[config.mk]
export PLATFORM = sky130hd
export DESIGN_NAME = scan_decoder_flat
export DESIGN_NICKNAME = d
export VERILOG_FILES = /design/src/rtl/scan_decoder_pkg.sv /design/src/rtl/scan_decoder_if.sv /design/src/rtl/scan_decoder_onehot.sv /design/src/rtl/scan_decoder.sv /design/src/flat_wrapper.sv
export SDC_FILE = /design/constraint.sdc
export NUM_CORES = 1
export LEC_CHECK = 0
export BUFFER_PORTS_ARGS = -buffer_cell sky130_fd_sc_hd__buf_2
export CAP_MARGIN = 20
export CORE_MARGIN = 2
export CORE_UTILIZATION = 50
export DETAILED_ROUTE_END_ITERATION = 8
export GPL_TIMING_DRIVEN = 0
export PLACE_DENSITY_LB_ADDON = 0.1
export RECOVER_POWER = 50
export SYNTH_ARGS = -nofsm -noshare
export SYNTH_HDL_FRONTEND = slang
export SYNTH_SLANG_ARGS = --single-unit
[constraint.sdc]
create_clock -name clk -period 4.2 [get_ports clk]
set_clock_uncertainty 0.1 [all_clocks]
set_input_delay 0.21 -clock clk [delete_from_list [all_inputs] [get_ports clk]]
set_output_delay 0.21 -clock clk [all_outputs]
set_load 0.02 [all_outputs]
[src/rtl/scan_decoder_pkg.sv]
// Shared types and the one-hot decode helper for the scan decoder family.
package scan_decoder_pkg;

   typedef enum logic [1:0] {IDLE, DIRECT, DRIVE, BLANK} scan_state_t;

   // Widest select the helper supports; callers cast the result down to their own width.
   localparam int unsigned MAX_SEL_W = 8;
   localparam int unsigned MAX_OUT   = 2 ** MAX_SEL_W;

   function automatic logic [MAX_OUT-1:0] onehot_dec(input logic [MAX_SEL_W-1:0] sel);
      onehot_dec = MAX_OUT'(1) << sel;
   endfunction

endpackage

[src/rtl/scan_decoder_if.sv]
// Control/strobe bundle between a scan_decoder and whoever drives it.
interface scan_decoder_if #(
   parameter int SEL_W = 4
);
   localparam int unsigned NUM_OUT = 2 ** SEL_W;

   logic               en;
   logic               mode;
   logic [SEL_W-1:0]   sel;
   logic [NUM_OUT-1:0] op;
   logic [SEL_W-1:0]   idx;
   logic               frame_done;
   logic               busy;

   modport master (output en, mode, sel, input op, idx, frame_done, busy);
   modport slave  (input en, mode, sel, output op, idx, frame_done, busy);
endinterface

[src/rtl/scan_decoder_onehot.sv]
// Parametrised combinational n-to-2**n decoder with enable.
module onehot_decoder
   import scan_decoder_pkg::*;
#(
   parameter int SEL_W = 4
) (
   input  logic                    en,
   input  logic [SEL_W-1:0]        a,
   output logic [(2**SEL_W)-1:0]   op
);
   localparam int unsigned NUM_OUT = 2 ** SEL_W;

   if (SEL_W < 1 || SEL_W > MAX_SEL_W) begin : g_chk_sel_w
      $error("onehot_decoder: SEL_W out of supported range");
   end

   assign op = en ? NUM_OUT'(onehot_dec(MAX_SEL_W'(a))) : '0;

endmodule

[src/rtl/scan_decoder.sv]
// Registered one-hot line driver: direct decode of sel, or autonomous
// round-robin scan with dwell and blanking gap.
module scan_decoder
   import scan_decoder_pkg::*;
#(
   parameter int SEL_W    = 4,
   parameter int LAST_IDX = 15,
   parameter int DWELL    = 4,
   parameter int BLANK    = 1
) (
   input  logic           clk,
   input  logic           rst_n,
   scan_decoder_if.slave  bus
);
   localparam int unsigned NUM_OUT   = 2 ** SEL_W;
   localparam int unsigned CNT_MAX   = (DWELL > BLANK) ? DWELL : BLANK;
   localparam int unsigned CNT_W     = $clog2(CNT_MAX + 1);
   localparam int unsigned DWELL_END = (DWELL > 0) ? DWELL - 1 : 0;
   localparam int unsigned BLANK_END = (BLANK > 0) ? BLANK - 1 : 0;
   localparam logic [SEL_W-1:0] LAST = SEL_W'(LAST_IDX);

   if (DWELL < 1) begin : g_chk_dwell
      $error("scan_decoder: DWELL must be >= 1");
   end
   if (BLANK < 0) begin : g_chk_blank
      $error("scan_decoder: BLANK must be >= 0");
   end
   if (LAST_IDX < 0 || LAST_IDX >= (2 ** SEL_W)) begin : g_chk_last
      $error("scan_decoder: LAST_IDX must lie in 0..NUM_OUT-1");
   end

   scan_state_t        state_q, state_d;
   logic [CNT_W-1:0]   cnt_q, cnt_d;
   logic [SEL_W-1:0]   idx_q, idx_d, idx_nxt;
   logic               fd_q, fd_d;
   logic               busy_q;
   logic [NUM_OUT-1:0] op_q, dec_op;
   logic               dec_en;
   logic               wrap;

   assign wrap    = (idx_q == LAST);
   assign idx_nxt = wrap ? '0 : idx_q + SEL_W'(1);

   // The decoder sees the line the next state will show, so op lands with its state.
   onehot_decoder #(.SEL_W(SEL_W)) u_dec (
      .en (dec_en),
      .a  (idx_d),
      .op (dec_op)
   );

   always_ff @(posedge clk) begin
      if (!rst_n) begin
         state_q <= IDLE;
         cnt_q   <= '0;
         idx_q   <= '0;
         fd_q    <= 1'b0;
         busy_q  <= 1'b0;
         op_q    <= '0;
      end else begin
         state_q <= state_d;
         cnt_q   <= cnt_d;
         idx_q   <= idx_d;
         fd_q    <= fd_d;
         busy_q  <= (state_d != IDLE);
         op_q    <= dec_op;
      end
   end

   always_comb begin
      state_d = state_q;
      cnt_d   = cnt_q;
      idx_d   = idx_q;
      fd_d    = 1'b0;
      dec_en  = 1'b0;
      if (!bus.en) begin
         state_d = IDLE;
         cnt_d   = '0;
         idx_d   = '0;
      end else if (!bus.mode) begin
         state_d = DIRECT;
         cnt_d   = '0;
         idx_d   = bus.sel;
         dec_en  = 1'b1;
      end else begin
         unique case (state_q)
            IDLE, DIRECT: begin
               state_d = DRIVE;
               cnt_d   = '0;
               idx_d   = '0;
               dec_en  = 1'b1;
            end
            DRIVE: begin
               if (cnt_q == CNT_W'(DWELL_END)) begin
                  cnt_d = '0;
                  if (BLANK > 0) begin
                     state_d = scan_decoder_pkg::BLANK;
                  end else begin
                     idx_d  = idx_nxt;
                     fd_d   = wrap;
                     dec_en = 1'b1;
                  end
               end else begin
                  cnt_d  = cnt_q + CNT_W'(1);
                  dec_en = 1'b1;
               end
            end
            scan_decoder_pkg::BLANK: begin
               if (cnt_q == CNT_W'(BLANK_END)) begin
                  state_d = DRIVE;
                  cnt_d   = '0;
                  idx_d   = idx_nxt;
                  fd_d    = wrap;
                  dec_en  = 1'b1;
               end else begin
                  cnt_d = cnt_q + CNT_W'(1);
               end
            end
            default: state_d = IDLE;
         endcase
      end
   end

   assign bus.op         = op_q;
   assign bus.idx        = idx_q;
   assign bus.frame_done = fd_q;
   assign bus.busy       = busy_q;

endmodule

[src/flat_wrapper.sv]
// flat-port wrapper written by rule: the top's interface ports become plain ports
module scan_decoder_flat import scan_decoder_pkg::*;
#(
   parameter int SEL_W    = 4,
   parameter int LAST_IDX = 15,
   parameter int DWELL    = 4,
   parameter int BLANK    = 1
)
  (clk, rst_n, bus_en, bus_mode, bus_sel, bus_op, bus_idx, bus_frame_done, bus_busy);
  scan_decoder_if #(.SEL_W(SEL_W)) bus_i ();
  input  logic clk;
  input  logic rst_n;
  input wire logic [$bits(bus_i.en)-1:0] bus_en;
  input wire logic [$bits(bus_i.mode)-1:0] bus_mode;
  input wire logic [$bits(bus_i.sel)-1:0] bus_sel;
  output wire logic [$bits(bus_i.op)-1:0] bus_op;
  output wire logic [$bits(bus_i.idx)-1:0] bus_idx;
  output wire logic [$bits(bus_i.frame_done)-1:0] bus_frame_done;
  output wire logic [$bits(bus_i.busy)-1:0] bus_busy;
  assign bus_i.en = bus_en;
  assign bus_i.mode = bus_mode;
  assign bus_i.sel = bus_sel;
  assign bus_op = bus_i.op;
  assign bus_idx = bus_i.idx;
  assign bus_frame_done = bus_i.frame_done;
  assign bus_busy = bus_i.busy;
  scan_decoder #(.SEL_W(SEL_W), .LAST_IDX(LAST_IDX), .DWELL(DWELL), .BLANK(BLANK)) u_core (.clk(clk), .rst_n(rst_n), .bus(bus_i));
endmodule
==> flow_metrics.env, run 1 <==
export IMPL_status="complete, no violations"
export IMPL_synth_adder_area_share_pct=5.302
export IMPL_drtAntennaViolNets=0
export IMPL_crit_chain="inv_1, ha_1, nor2b_1, nand4_1, xnor2_1, a21oi_1, nor3b_1"
export IMPL_grt_max_degree=16
export IMPL_p_per_area_nw_per_um2=304.2
export IMPL_setup_tns_ns=0
export IMPL_pwr_share_clk_pct=26.2
export IMPL_p_int_uw=309.5
export IMPL_pin_count=30
export IMPL_clock_latency_ns=0.32
export IMPL_num_vias=977
export IMPL_clockBufferDepth=2
export IMPL_yosys_warnings=0
export IMPL_synth_mux_area_share_pct=2.757
export IMPL_antenna_found_initial=0
export IMPL_multiInputGateArea_sq_um=573.1
export IMPL_hold_path_class="input port to register"
export IMPL_io_buffers=29
export IMPL_placed_cells=178
export IMPL_post_synth_num_cell_types=41
export IMPL_regArea_sq_um=540.5
export IMPL_vias_per_cell=5.368
export IMPL_core_sq_um=2212
export IMPL_cts_sinks=27
export IMPL_grt_pass1_wl_mm=3.912
export IMPL_fmax_mhz=478.8
export IMPL_nFillCells=229
export IMPL_maxCapViolations=0
export IMPL_combPwrFrac_pct=9.7
export IMPL_cts_max_level=1
export IMPL_ys_seq_elements=27
export IMPL_netlist_instances=121
export IMPL_p_sw_uw=100.5
export IMPL_initial_utilization_pct=53.34
export IMPL_maxSlewHeadroom_pct=57.67
export IMPL_grt_use_total_pct=19.16
export IMPL_synthXorXnorAreaFrac_pct=0.7423
export IMPL_slew_viol_final=0
export IMPL_hold_buffers=0
export IMPL_setup_violations=0
export IMPL_layout_commonest_cell="dfxtp_1"
export IMPL_cp_arrival_ns=2.18
export IMPL_rows=17
export IMPL_dr_pass1_iters=4
export IMPL_ys_seq_area_share_pct=45.81
export IMPL_hold_viol_final=0
export IMPL_final_cell_mix="27 x dfxtp_1, 22 x clkbuf_1, 16 x nor2_1"
export IMPL_die_area_sq_um=2764
export IMPL_nets=168
export IMPL_place_gp_congestion=0.7761
export IMPL_rsz0062_at_grt="no"
export IMPL_peakVddDrop_mv=0.2391
export IMPL_cts_setup_buffers=0
export IMPL_synth_compound_area_share_pct=9.650
export IMPL_cts_buffers=3
export IMPL_wire_per_inst_microns=12.84
export IMPL_cts_resized=0
export IMPL_slowest_delay_ns=0.54
export IMPL_period_share_pct=49.72
export IMPL_grt_overflow=0
export IMPL_critPathSlowestCell="a21oi_1"
export IMPL_swShare_pct=24.52
export IMPL_insertedDiodeCount=0
export IMPL_synthSimpleGateAreaFrac_pct=31.18
export IMPL_path_class="register to register"
export IMPL_routed_wl_mm=2.337
export IMPL_cts_tree="done"
export IMPL_die_y_microns=52.58
export IMPL_synth_nets=134
export IMPL_die_x_microns=52.58
export IMPL_end_kind="register"
export IMPL_worstPathRequired_ns=4.29
export IMPL_drtIter0Drc=18
export IMPL_remaining_drc_errors=0
export IMPL_p_seq_share_pct=64.1
export IMPL_path_max_fanout=8
export IMPL_syn2layout_area_growth_pct=14.21
export IMPL_synth_top_family_by_area="simple AND/OR/NAND/NOR gates"
export IMPL_clk_pin_slew_worst_paths_ns=0.14
export IMPL_cts_root_buf="clkbuf_4"
export IMPL_grt_pass1_vias=873
export IMPL_drive_gt1_share_pct=14.29
export IMPL_fin_cells=182
export IMPL_tightest_slew_ns=0.6349
export IMPL_dp_hpwl_mm=1.824
export IMPL_startpoint_type="register"
export IMPL_mappedNetlistArea_sq_um=1180
export IMPL_min_period_ns=2.088
export IMPL_leakagePower_uw=0.0005143
export IMPL_synth_area_per_cell_sq_um=9.751
[cell usage after synthesis, drive strengths merged]
cell / number / area share, %
dfxtp: 27 / 46
nor2: 16 / 5.1
nand2: 10 / 3.2
nand3: 7 / 3.4
inv: 6 / 1.9
nor3: 6 / 2.5
ha: 5 / 5.3
a21oi: 4 / 1.7
buf: 4 / 2.7
nand3b: 4 / 3.6
a21o: 2 / 1.3
and2b: 2 / 1.4
mux2i: 2 / 2.8
nand2b: 2 / 1.1
nand4: 2 / 1.1
nand4b: 2 / 2.0
nor2b: 2 / 1.1
nor4: 2 / 1.1
o21ai: 2 / 1.2
a2111oi: 1 / 2.3
a211oi: 1 / 0.64
a31oi: 1 / 1.1
and2: 1 / 0.53
and3: 1 / 0.53
and3b: 1 / 0.74
nand4bb: 1 / 0.95
nor3b: 1 / 0.64
nor4b: 1 / 0.74
o211ai: 1 / 0.64
o311a: 1 / 0.85
or3b: 1 / 0.74
or4b: 1 / 0.85
xnor2: 1 / 0.74
[stage by stage]
| step | hold WS (ns) | area (sq um) | worst slack [ns] | power, uW | utilization, % |
|---|---|---|---|---|---|
| global route | 0.03941 | 1348 | 1.911 | 428.1 | 60.92 |
| global placement | 0.3441 | 1360 | 2.131 | 308.7 | 61.48 |
| finish | 0.04797 | 1348 | 2.112 | 410.0 | 60.92 |
| CTS | 0.04367 | 1388 | 2.037 | 417.0 | 62.73 |
| detailed placement | 0.3511 | 1360 | 2.053 | 309.8 | 61.48 |
| floorplan | 0.2317 | 1180 | 2.328 | 295.9 | - |
[cell families after synthesis]
logic type	Yosys count
AO/OA/AOI/OAI	13
AND/OR/NAND/NOR	63
multiplexers	2
flip-flops	27
adder cells (fa/ha/maj)	5
buffers and inverters	10
XOR/XNOR	1
[state kept, by name (all words and copies together) (netlist names)]
register,flops
u_core.bus.op,16
u_core.bus.idx,4
u_core.bus.busy,1
u_core.state_q,2
u_core.bus.frame_done,1
u_core.cnt_q,3
[final cells by class]
class	instances	area share, %
Inverter	6	1.671
Clock inverter	1	0.3714
Sequential cell	27	40.11
Tap cell	28	2.600
Buffer	4	2.321
Timing Repair Buffer	29	8.728
Clock buffer	3	1.671
Multi-Input combinational cell	84	42.53
[metal layers]
metal,vias to the layer above,GRT usage (%),part of all wire (%)
met5,-,0,0
met4,0,3.846,0.56
met3,2,3.714,6.8
met2,31,31.04,45
met1,455,26.53,48
li1,489,-,-
[worst max-delay path: cells and delay by family, from the launching register on]
family | cells | cell delay, ns
xor gates and xnor gates | 1 | 0.16
adders and majority gates | 1 | 0.22
buffers and inverters | 1 | 0.06
DFF | 1 | 0.35
and+or+nand+nor | 3 | 0.53
AOI/OAI and AO/OA | 1 | 0.54
[power by group through the flow]
| stage | clock network [uW] | logic (uW) | registers [uW] |
|---|---|---|---|
| final | 107 | 39.9 | 263 |
| after detailed placement | 0 | 41.5 | 268 |
| after CTS | 113 | 41.5 | 263 |
| after floorplan | 0 | 23.9 | 272 |
| after global routing | 121 | 43.7 | 263 |
| after global placement | 0 | 40.4 | 268 |
[final timing paths]
kind / from / end / slack (ns) / cells past startpoint
max: u_core.cnt_q[0] / u_core.bus.op[10] / 2.11 / 7
min: rst_n / u_core.bus.idx[3] / 0.05 / 2
max reg2reg: u_core.cnt_q[0] / u_core.bus.op[10] / 2.11 / 7
min reg2reg: u_core.cnt_q[0] / u_core.cnt_q[0] / 0.37 / 1
(Power assumes the default switching activity.)
==> run 2: changes to the inputs <==
CORE_UTILIZATION = 46   (was 50)
clock period = 1.75 ns   (was 4.2 ns; I/O delays follow)
==> run 2 against run 1 <==
- the run now ends with setup timing left
- final area increased by 24%
- total power increased to 2.6 times the previous value
- sequential power up 140%
==> flow_metrics.env, run 2 (synthesized netlist as in run 1, its figures left out) <==
export IMPL_slowest_delay_ns=0.54
export IMPL_grt_overflow=0
export IMPL_place_gp_congestion=0.8096
export IMPL_worstSetupPathDepth=6
export IMPL_setup_violations=15
export IMPL_leakagePower_uw=0.0006482
export IMPL_rr_worst_depth=6
export IMPL_die_x_microns=54.65
export IMPL_setup_ws_ns=-0.1127
export IMPL_peakVddDrop_mv=0.5071
export IMPL_antenna_found_initial=0
export IMPL_end_kind="register"
export IMPL_min_period_ns=1.863
export IMPL_syn2layout_area_growth_pct=42.10
export IMPL_rsz0062_at_grt="yes"
export IMPL_power_total_uw=1048
export IMPL_dpl_cell_area_sq_um=1403
export IMPL_timing_hold_ws_ns=0.04381
export IMPL_final_cell_mix="22 x dfxtp_1, 15 x nor2_1, 15 x clkbuf_1"
export IMPL_pin_count=30
export IMPL_cp_arrival_ns=2.02
export IMPL_dr_pass1_iters=4
export IMPL_hold_viol_final=0
export IMPL_maxSlewHeadroom_pct=74.51
export IMPL_status="complete, but fails checks"
export IMPL_cts_buffers=3
export IMPL_nFillCells=201
export IMPL_holdPathStages=3
export IMPL_maxCapViolations=0
export IMPL_grt_use_total_pct=20.87
export IMPL_cp_num_buf_inv=0
export IMPL_core_sq_um=2455
export IMPL_wire_per_inst_microns=14.54
export IMPL_die_area_sq_um=2986
export IMPL_cts_tree="done"
export IMPL_final_util_pct=68.30
export IMPL_routed_wl_mm=2.864
export IMPL_period_share_pct=106.4
export IMPL_drive_gt1_share_pct=41.32
export IMPL_hold_path_class="input port to register"
export IMPL_grt_pass1_vias=1009
export IMPL_drtIter0Drc=13
export IMPL_io_buffers=29
export IMPL_p_per_area_nw_per_um2=625.2
export IMPL_worstPathRequired_ns=1.91
export IMPL_layout_commonest_cell="dfxtp_1"
export IMPL_initial_utilization_pct=48.06
export IMPL_drtAntennaViolNets=0
export IMPL_die_y_microns=54.65
export IMPL_remaining_drc_errors=0
export IMPL_cts_max_level=1
export IMPL_path_class="register to register"
export IMPL_clk_pin_slew_worst_paths_ns=0.15
export IMPL_critPathSlowestCell="or4b_4"
export IMPL_slew_viol_final=0
export IMPL_path_max_fanout=4
export IMPL_rows=18
export IMPL_startpoint_type="register"
export IMPL_cpLargestDelayFamily="simple AND/OR/NAND/NOR gates"
export IMPL_clock_latency_ns=0.33
export IMPL_vias_per_cell=5.325
export IMPL_num_vias=1049
export IMPL_grt_pass1_wl_mm=4.429
export IMPL_nets=181
export IMPL_grt_max_degree=17
export IMPL_fin_area_sq_um=1677
export IMPL_tightest_slew_ns=0.3817
export IMPL_dp_hpwl_mm=1.897
export IMPL_insertedDiodeCount=0
export IMPL_cts_sinks=27
export IMPL_crit_chain="ha_4, ha_4, or4b_4, nand3_4, nand3_4, nor4_2"
export IMPL_cts_root_buf="clkbuf_4"
export IMPL_largest_register_ffs=16
export IMPL_failed_checks="setup timing"
export IMPL_clockBufferDepth=2
export IMPL_fmax_mhz=536.9
run 2: changes by cell type in the layout (fill, tap and decap cells not counted), moves of 3 or more:
| cell | before | now |
|---|---|---|
| dfxtp_1 | 27 | 22 |
| ha_1 | 5 | 1 |
| nor3_2 | 0 | 3 |
| clkbuf_1 | 22 | 15 |
| buf_4 | 2 | 13 |
| ha_4 | 0 | 4 |
| buf_2 | 8 | 14 |
| nor3_1 | 6 | 3 |
| dfxtp_4 | 0 | 3 |
run 2: stage by stage:
step / cells / worst slack (ns) / TNS (ns)
CTS: 190 / -0.07811 / -0.4866
floorplan: 121 / -0.003218 / -0.003922
detailed placement: 180 / -0.4185 / -4.023
global route: 197 / -0.1453 / -1.779
finish: 197 / -0.1127 / -0.8873
global placement: 180 / -0.2557 / -2.630
run 2: worst reg2reg max path: cells and delay by family, from the launching register on:
kind                       cells  cell delay, ns
DFF                            1            0.39
and+or+nand+nor                4            0.97
adders and majority gates      2            0.32
run 2: power breakdown:
part           internal, uW  total (uW)  switching [uW]
Clock                  87.7         281             193
Sequential              621         628            6.71
Combinational          58.7         139            80.6
run 2: final timing paths:
kind	startpoint	to	slack, ns
min reg2reg	u_core.cnt_q[0]	u_core.cnt_q[0]	0.38
max	u_core.cnt_q[0]	u_core.bus.op[2]	-0.11
min	bus_en	u_core.bus.op[12]	0.04
max reg2reg	u_core.cnt_q[0]	u_core.bus.op[2]	-0.11
run 2: what timing repair did:
action | CTS | global route
pin swaps | 12 | 13
resized for setup | 22 | 10
hold buffers | 2 | 0
setup buffers | 5 | 7
endpoints found under the setup margin | 18 | 17
hold endpoints to repair | 8 | 0
run 2: per-layer routing:
metal  vias to the layer above  routed length, microns  track usage (%)
li1                        517                       -                -
met1                       504                    1268            26.68
met2                        23                    1452            35.12
met3                         5                     106            3.279
met4                         0                      36            7.500
met5                         -                       0                0
run 2: area by class of cell:
class / count / area (sq um) / area share [%]
flip-flops and latches: 27 / 554.3 / 33.06
repair buffers: 43 / 249.0 / 14.85
clock inverters: 1 / 7.507 / 0.4478
multi-input cells: 84 / 754.5 / 45.00
inverters: 6 / 25.02 / 1.493
well taps: 30 / 37.54 / 2.239
plain buffers: 3 / 26.28 / 1.567
clock buffers: 3 / 22.52 / 1.343
==> run 3: changes to the inputs <==
--- a/config.mk
+++ b/config.mk
@@ -9,4 +9,4 @@
 export CAP_MARGIN = 20
-export CORE_MARGIN = 2
-export CORE_UTILIZATION = 46
+export CORE_UTILIZATION = 48
+export CTS_BUF_LIST = sky130_fd_sc_hd__clkbuf_4
 export DETAILED_ROUTE_END_ITERATION = 8
--- a/constraint.sdc
+++ b/constraint.sdc
@@ -4,2 +4,2 @@
 set_output_delay 0.0875 -clock clk [all_outputs]
-set_load 0.02 [all_outputs]
+set_load 0.01 [all_outputs]
==> run 3 against run 2 <==
- the flow still finishes with violations (setup timing)
- non-clock buffer count rose by 3
- combinational power is 4% higher
- final area increased by 4.7%
- register-to-register slack about the same
- sequential share of layout area decreased by 1.3 points
- clock power is essentially flat
- total power increased by 0.10%
- count of clock-buffer cells in the layout did not move
- die area shrank 11%
- worst hold slack better by 0.020 ns
- final cell count increased by 1.0%
- critical path depth grew 1
==> flow_metrics.env, run 3 (synthesized netlist as in run 1, its figures left out) <==
export IMPL_cts_root_buf="clkbuf_4"
export IMPL_drive_gt1_share_pct=43.86
export IMPL_regArea_sq_um=556.8
export IMPL_tightest_slew_ns=0.6039
export IMPL_slowest_delay_ns=0.39
export IMPL_dr_pass1_iters=4
export IMPL_grt_max_degree=16
export IMPL_cpLargestDelayFamily="simple AND/OR/NAND/NOR gates"
export IMPL_startpoint_type="register"
export IMPL_clock_latency_ns=0.33
export IMPL_cts_buffers=3
export IMPL_drtAntennaViolNets=0
export IMPL_layout_commonest_cell="dfxtp_1"
export IMPL_place_gp_congestion=0.7472
export IMPL_initial_utilization_pct=52.33
export IMPL_holdPathStages=4
export IMPL_insertedDiodeCount=0
export IMPL_pwr_share_clk_pct=26.6
export IMPL_grt_pass1_vias=971
export IMPL_swShare_pct=26.84
export IMPL_vias_per_cell=5.472
export IMPL_remaining_drc_errors=0
export IMPL_largest_register_ffs=16
export IMPL_p_sw_uw=281.7
export IMPL_rsz0062_at_grt="yes"
export IMPL_cp_num_buf_inv=1
export IMPL_final_cell_mix="22 x dfxtp_1, 16 x nor2_1, 15 x clkbuf_1"
export IMPL_cts_sinks=27
export IMPL_cp_arrival_ns=2.02
export IMPL_placed_cells=178
export IMPL_failed_checks="setup timing"
export IMPL_die_y_microns=51.58
export IMPL_nFillCells=159
export IMPL_p_seq_share_pct=59.7
export IMPL_crit_chain="inv_4, ha_4, nor2b_4, nand4_1, xnor2_2, a21o_4, nor4_4"
export IMPL_io_buffers=29
export IMPL_p_per_area_nw_per_um2=597.8
export IMPL_critPathSlowestCell="dfxtp_4"
export IMPL_setup_ws_ns=-0.1212
export IMPL_grt_use_total_pct=22.70
export IMPL_wire_per_inst_microns=15.93
export IMPL_fin_cells=199
export IMPL_min_period_ns=1.871
export IMPL_fmax_mhz=534.4
export IMPL_hold_viol_final=0
export IMPL_path_class="register to register"
export IMPL_combPwrFrac_pct=13.7
export IMPL_grt_overflow=0
export IMPL_cts_tree="done"
export IMPL_maxCapViolations=0
export IMPL_period_share_pct=106.9
export IMPL_die_area_sq_um=2661
export IMPL_rows=17
export IMPL_hold_path_class="input port to register"
export IMPL_worstSetupPathDepth=7
export IMPL_timing_hold_ws_ns=0.06384
export IMPL_maxSlewHeadroom_pct=59.74
export IMPL_dp_hpwl_mm=1.871
export IMPL_clockBufferDepth=2
export IMPL_drtIter0Drc=12
export IMPL_routed_wl_mm=3.171
export IMPL_setup_tns_ns=-1.154
export IMPL_antenna_found_initial=0
export IMPL_nets=185
export IMPL_path_max_fanout=4
export IMPL_grt_pass1_wl_mm=4.416
export IMPL_p_int_uw=767.7
export IMPL_leakagePower_uw=0.0006796
export IMPL_multiInputGateArea_sq_um=802.0
export IMPL_end_kind="register"
export IMPL_cts_max_level=1
export IMPL_slew_viol_final=0
export IMPL_worstPathRequired_ns=1.90
export IMPL_die_x_microns=51.58
export IMPL_peakVddDrop_mv=0.7213
export IMPL_rr_worst_depth=7
export IMPL_status="complete, but fails checks"
export IMPL_num_vias=1089
export IMPL_pin_count=30
export IMPL_setup_violations=16
export IMPL_clk_pin_slew_worst_paths_ns=0.15
export IMPL_syn2layout_area_growth_pct=48.78
export IMPL_core_sq_um=2255
run 3: cell types whose count changed in the layout (fill, tap and decap cells not counted), sizes merged:
cell | before | now
buf | 29 | 32
a21o | 2 | 3
clkinv | 0 | 1
clkinvlp | 1 | 0
run 3: final timing paths:
check	to	start	slack, ns
worst max register to register	u_core.bus.op[2]	u_core.cnt_q[0]	-0.12
worst min-delay path	u_core.bus.idx[1]	bus_mode	0.06
worst max-delay path	u_core.bus.op[2]	u_core.cnt_q[0]	-0.12
worst min register to register	u_core.cnt_q[0]	u_core.cnt_q[0]	0.39
run 3: what timing repair did:
action | 4_1_cts | 5_1_grt
endpoints found under the setup margin | 18 | 17
buffers inserted | 6 | 9
cloned | 0 | 1
pin swaps | 12 | 19
endpoints found under the hold margin | 7 | 0
hold buffers | 2 | 0
gates resized for setup | 24 | 20
run 3: per-stage QoR:
step                power (uW)  instance area [sq um]  utilization, %  setup WS [ns]
floorplan                706.9                   1215               -      -0.003218
finish                    1049                   1755           77.86        -0.1212
CTS                       1025                   1617           71.70       -0.09414
global placement         738.8                   1395           61.88        -0.2585
detailed placement       741.3                   1395           61.88        -0.3611
global route              1086                   1755           77.86        -0.2209
run 3: layer usage:
metal  part of all wire, %  GRT usage [%]
met5                     0              0
met4                   1.8          8.108
met3                   3.4          3.509
met2                    51          40.04
met1                    44          27.69
run 3: area by class of cell:
class	instances	share of cell area (%)
inverter	6	1.426
multi-input combinational	85	45.69
timing repair buffer	46	16.11
buffer	3	1.497
tap	28	1.996
clock buffer	3	1.283
sequential	27	31.72
clock inverter	1	0.2851
run 3: worst reg2reg max path: cells and delay by family (launching register included):
family / cells / cell delay, ns
fa+ha+maj: 1 / 0.16
flops: 1 / 0.39
buf+inv: 1 / 0.06
simple gates: 3 / 0.59
compound gates: 1 / 0.27
xor+xnor: 1 / 0.22
run 3: power groups by stage:
stage | combinational, uW | sequential, uW | clock (uW)
after floorplan | 59.0 | 648 | 0
after global placement | 94.3 | 644 | 0
after detailed placement | 96.4 | 645 | 0
after CTS | 119 | 629 | 277
after global routing | 154 | 628 | 305
final | 144 | 626 | 279
